### config.mk
export PLATFORM = sky130hd
export DESIGN_NAME = module_basis_index_search
export DESIGN_NICKNAME = d
export VERILOG_FILES = /design/src/rtl/module_basis_index_search_pkg.sv /design/src/rtl/module_basis_compare.sv /design/src/rtl/module_basis_index_search.sv
export SDC_FILE = /design/constraint.sdc
export NUM_CORES = 1
export LEC_CHECK = 0
export ABC_CLOCK_PERIOD_IN_PS = 4600
export CAP_MARGIN = 30
export CELL_PAD_IN_SITES_DETAIL_PLACEMENT = 1
export CELL_PAD_IN_SITES_GLOBAL_PLACEMENT = 1
export CORE_MARGIN = 1
export CORE_UTILIZATION = 29
export DETAILED_ROUTE_END_ITERATION = 10
export MAX_ROUTING_LAYER = met4
export PLACE_DENSITY_LB_ADDON = 0.08
export SYNTH_ARGS = -nofsm -noshare
export SYNTH_HDL_FRONTEND = slang
export SYNTH_HIERARCHICAL = 1
export SYNTH_SLANG_ARGS = --single-unit
### constraint.sdc
create_clock -name clk -period 4.6 [get_ports clk]
set_input_delay 0.92 -clock clk [delete_from_list [all_inputs] [get_ports clk]]
set_output_delay 0.92 -clock clk [all_outputs]
set_load 0.01 [all_outputs]
### src/rtl/module_basis_index_search_pkg.sv
// Shared constants for the basis-index search: FSM state codes and list depth helper.
package module_basis_index_search_pkg;

  localparam int unsigned DefaultNumQubit = 4;

  function automatic int unsigned list_depth(input int unsigned nq);
    return 32'd1 << nq;
  endfunction

  localparam int unsigned ListDepth = list_depth(DefaultNumQubit);

  localparam logic [1:0] StIdle = 2'd0;
  localparam logic [1:0] StScan = 2'd1;
  localparam logic [1:0] StDone = 2'd2;

endpackage

### src/rtl/module_basis_compare.sv
// Masked equality of two basis indices; a cleared mask bit is a don't-care.
module module_basis_compare #(
  parameter int unsigned num_qubit = 4
) (
  input  logic a    [0:num_qubit-1],
  input  logic b    [0:num_qubit-1],
  input  logic mask [0:num_qubit-1],
  output logic eq
);

  always_comb begin
    eq = 1'b1;
    for (int unsigned i = 0; i < num_qubit; i++) begin
      if (mask[i] && (a[i] != b[i])) begin
        eq = 1'b0;
      end
    end
  end

endmodule

### src/rtl/module_basis_index_search.sv
// Scans a rotating basis-index list by strobing one full rotation and records the first
// match position and the total match count among the valid entries.
module module_basis_index_search
  import module_basis_index_search_pkg::*;
#(
  parameter int unsigned num_qubit = DefaultNumQubit
) (
  input  logic        clk,
  input  logic        rst,
  input  logic        start,
  input  logic        target_index          [0:num_qubit-1],
  input  logic        compare_mask          [0:num_qubit-1],
  input  logic [31:0] num_entries,
  input  logic        basis_index2_leftmost [0:num_qubit-1],
  output logic        rotate_req,
  output logic        busy,
  output logic        done,
  output logic        found,
  output logic [31:0] match_pos,
  output logic [31:0] match_count
);

  localparam int unsigned Depth = list_depth(num_qubit);
  localparam int unsigned CntW  = num_qubit + 1;
  localparam logic [CntW-1:0] DepthC  = CntW'(Depth);
  localparam logic [CntW-1:0] LastPos = CntW'(Depth - 1);

  logic [1:0]      state_q, state_d;
  logic [CntW-1:0] pos_q, pos_d;
  logic [CntW-1:0] n_ent_q, n_ent_d;
  logic [CntW-1:0] mpos_q, mpos_d;
  logic [CntW-1:0] cnt_q, cnt_d;
  logic            found_q, found_d;
  logic            tgt_q  [0:num_qubit-1];
  logic            tgt_d  [0:num_qubit-1];
  logic            mask_q [0:num_qubit-1];
  logic            mask_d [0:num_qubit-1];
  logic [CntW-1:0] n_ent_clamp;
  logic            eq;
  logic            hit;

  assign n_ent_clamp = (num_entries > 32'(Depth)) ? DepthC : num_entries[CntW-1:0];

  module_basis_compare #(
    .num_qubit(num_qubit)
  ) u_compare (
    .a   (basis_index2_leftmost),
    .b   (tgt_q),
    .mask(mask_q),
    .eq  (eq)
  );

  // The head seen during SCAN cycle k is list entry k, since each cycle rotates once.
  assign hit = (state_q == StScan) && (pos_q < n_ent_q) && eq;

  always_comb begin
    state_d = state_q;
    pos_d   = pos_q;
    n_ent_d = n_ent_q;
    mpos_d  = mpos_q;
    cnt_d   = cnt_q;
    found_d = found_q;
    tgt_d   = tgt_q;
    mask_d  = mask_q;
    unique case (state_q)
      StIdle: begin
        if (start) begin
          state_d = StScan;
          pos_d   = '0;
          n_ent_d = n_ent_clamp;
          mpos_d  = '0;
          cnt_d   = '0;
          found_d = 1'b0;
          tgt_d   = target_index;
          mask_d  = compare_mask;
        end
      end
      StScan: begin
        if (hit) begin
          if (!found_q) begin
            found_d = 1'b1;
            mpos_d  = pos_q;
          end
          if (cnt_q != DepthC) begin
            cnt_d = cnt_q + CntW'(1);
          end
        end
        pos_d = pos_q + CntW'(1);
        if (pos_q == LastPos) begin
          state_d = StDone;
        end
      end
      StDone: begin
        state_d = StIdle;
        pos_d   = '0;
      end
      default: state_d = StIdle;
    endcase
  end

  always_ff @(posedge clk) begin
    if (rst) begin
      state_q <= StIdle;
      pos_q   <= '0;
      n_ent_q <= '0;
      mpos_q  <= '0;
      cnt_q   <= '0;
      found_q <= 1'b0;
      tgt_q   <= '{default: 1'b0};
      mask_q  <= '{default: 1'b0};
    end else begin
      state_q <= state_d;
      pos_q   <= pos_d;
      n_ent_q <= n_ent_d;
      mpos_q  <= mpos_d;
      cnt_q   <= cnt_d;
      found_q <= found_d;
      tgt_q   <= tgt_d;
      mask_q  <= mask_d;
    end
  end

  assign rotate_req  = (state_q == StScan);
  assign busy        = (state_q != StIdle);
  assign done        = (state_q == StDone);
  assign found       = found_q;
  assign match_pos   = 32'(mpos_q);
  assign match_count = 32'(cnt_q);

endmodule
==> metrics.txt <==
status=finished, final reports clean; CTS buffer count=5; Leak=between 1 and 1.5 nW; RSZ-0062 raised after global routing=no; FF/Latch Area=around 620 um2; Comb pwr share=about a fifth; Post-synth EDFFs=0; period utilization=roughly 69%; Final Hold Vio Count=0; first-pass GRT wire length=8100 um; core area=between 6000 and 7000 um2; Internal Power=0.512 mW; number of max-cap violations=0; CTS Hold Bufs=0; top post-synthesis cells by count=56 x buf_4, 31 x dfxtp_1, 26 x a21oi_1; share of the synthesized area in the top cell type=approximately 29%; Final nets=between 300 and 400; FMAX=between 300 and 400 MHz; Synth cell types=48; Post-CTS Setup Inserts=0; RePlAce Congestion=between 0.7 and 0.8; initial core utilization=between 30% and 40%; ANT cells=0; Post-Syn Instances=260; TritonCTS clock tree=yes; area grow syn2layout=27.8%; CP arrival=2.26 ns; Clk pwr share=~40%; CTS Buffer Depth=2; TNS Setup=0 ns; Setup crit end kind=output pin; GRT Util Overall=14.1%; via/cell ratio=roughly 4.4; Die Area=about 7700 um2; Post-Syn Area per Cell=slightly above 8 um2; post-synthesis sequential area ratio=around 29%; Die Height=just under 90 um; switching share of power=26.8%; CTS sink cnt=31; root buf cell=clkbuf_8; most numerous cell in the Yosys netlist=buf_4; area leader, netlist=dfxtp_1; top post-synthesis cells by area=dfxtp_1 29%, buf_4 20%, a21oi_1 6.1%, ha_1 4.7%, nand2_1 4.2%; Pwr per Cell Area=258 nW/um2; Filler cells=871; fraction of layout cells with a size suffix above 1=8.18%; net switching power=around 0.19 mW; register bit total from synthesis=31; Reg clk slew, reported paths=~0.070 ns; Worst path slowest cell=dfxtp_1; DR DRC count=0; GRT overflow=0; CP Cell Sequence=nand2b_1 -> inv_2 -> clkdlybuf4s50_1; worst flop-to-flop path startpoint=state_q[0]$_SDFFE_PP0P_; CP Data Required Time=between 3 and 4 ns; Post-synth ARST share=0%; Setup crit start=state_q[0]$_SDFFE_PP0P_; Reg power frac=41.0%; multi-input logic area=about 1200 um2; CP max stage delay=between 0.8 and 0.9 ns; post-DR wirelength/cell=about 12 um; Post-synth top flop=dfxtp_1; max_slew headroom=49.7%; worst skew pair latency=0.28 ns; Final setup viols=0; Port Buffer Count=60; clock skew=between 0.006 and 0.007 ns; First-pass DRT Iterations=4; Peak VDD IR=between 0.1 and 0.15 mV; DRT antenna net count=0; synthesized area=roughly 2100 um2; IO Pins=115; Hold Crit Start=n_ent_q[2]$_SDFFE_PP0P_; Hold Crit Class=flop to flop; Worst setup SP type=flop; worst setup margin=1.42 ns; crit path kind=flop to output pin; Max Slew Vio Count=0; H-tree depth=2; Post-Route WL=5170 um; largest net degree at the start of global routing=32; Hold WS=~0.46 ns; DPL Wire Length=about 4100 um; initial antenna violation count=0; worst slack, placed=about 1.6 ns; Slew @ Worst Pin=approximately 0.75 ns; Yosys warnings=6; Resize count post-CTS=0; vias in the first global route=approximately 1700; Vias=1825; Detailed Route Iter0 Violations=56; Die X=just under 90 um; Final Core Density=between 30 and 40%; CP max FO=25; row count=30; Period minus WS final=3.18 ns
-- kinds of logic (layout without fill, tap and decap cells) --
group | count (synthesis) | in the layout | share of synthesized area, %
other | 1 | 54 | 0.177
adder cells (fa/ha/maj) | 8 | 8 | 4.72
buffers and inverters | 75 | 80 | 23.4
AND/OR/NAND/NOR | 85 | 85 | 21.9
flip-flops | 31 | 31 | 29.3
AO/OA/AOI/OAI | 56 | 56 | 18.8
XOR/XNOR | 4 | 4 | 1.65
-- critical path, delay by kind of cell, from the launching register on --
| kind | cells | cell delay [ns] |
|---|---|---|
| buffers and inverters | 2 | 0.81 |
| DFF | 1 | 0.81 |
| and+or+nand+nor | 1 | 0.36 |
-- power by group through the flow --
stage | registers [mW] | clock network, mW | logic [mW]
5_1_grt | 0.288 | 0.303 | 0.148
2_1_floorplan | 0.288 | 0 | 0.112
3_3_place_gp | 0.293 | 0 | 0.132
6_report | 0.286 | 0.281 | 0.132
3_5_place_dp | 0.293 | 0 | 0.134
4_1_cts | 0.287 | 0.288 | 0.134
-- metal layers --
metal	track usage (%)	vias up	part of all wire [%]
li1	-	913	-
met1	17.1	855	44
met2	23.7	55	52
met3	2.65	2	3.5
met4	4.02	0	0.52
met5	-	-	0
-- path summary, 6_finish.rpt --
path                        endpoint  slack (ns)  cells past startpoint
max reg2reg  n_ent_q[4]$_SDFFE_PP0P_        2.50                      4
min          n_ent_q[2]$_SDFFE_PP0P_        0.46                      2
max                       rotate_req        1.42                      3
min reg2reg  n_ent_q[2]$_SDFFE_PP0P_        0.46                      2
-- sequential cells by signal, indices dropped and copies added, names as in the netlist --
| register | count |
|---|---|
| mask_q | 4 |
| tgt_q | 4 |
| pos_q | 5 |
| cnt_q | 5 |
| n_ent_q | 5 |
| found | 1 |
| state_q | 2 |
| mpos_q | 5 |
-- per-stage QoR --
step	cell area, um2	instances	power, mW
6_report	2710	414	0.699
5_1_grt	2710	414	0.739
4_1_cts	2710	414	0.708
3_5_place_dp	2590	406	0.426
3_3_place_gp	2590	406	0.425
2_1_floorplan	2320	313	0.400
-- cell usage in the layout (no fill, tap or decap), types with 2 or more instances in the layout --
master	n
a211o_1	3
a21bo_2	5
a21o_1	2
a21oi_1	26
a311oi_1	2
a31oi_1	6
and3_1	2
clkbuf_8	6
clkdlybuf4s50_1	60
conb_1	54
dfxtp_1	31
ha_1	8
inv_1	10
nand2_1	24
nand2b_1	4
nand3_1	10
nand4_1	7
nor2_1	12
nor2b_1	2
nor3_1	2
nor3b_1	5
nor4_1	6
xor2_1	4
-- final cells by class --
| class | instances | area share [%] |
|---|---|---|
| Multi-Input combinational cell | 207 | 44.4 |
| Clock inverter | 2 | 1.29 |
| Sequential cell | 31 | 22.9 |
| Clock buffer | 6 | 3.05 |
| Inverter | 11 | 1.52 |
| Timing Repair Buffer | 61 | 22.4 |
| Tap cell | 96 | 4.43 |
(Power assumes the default switching activity.)
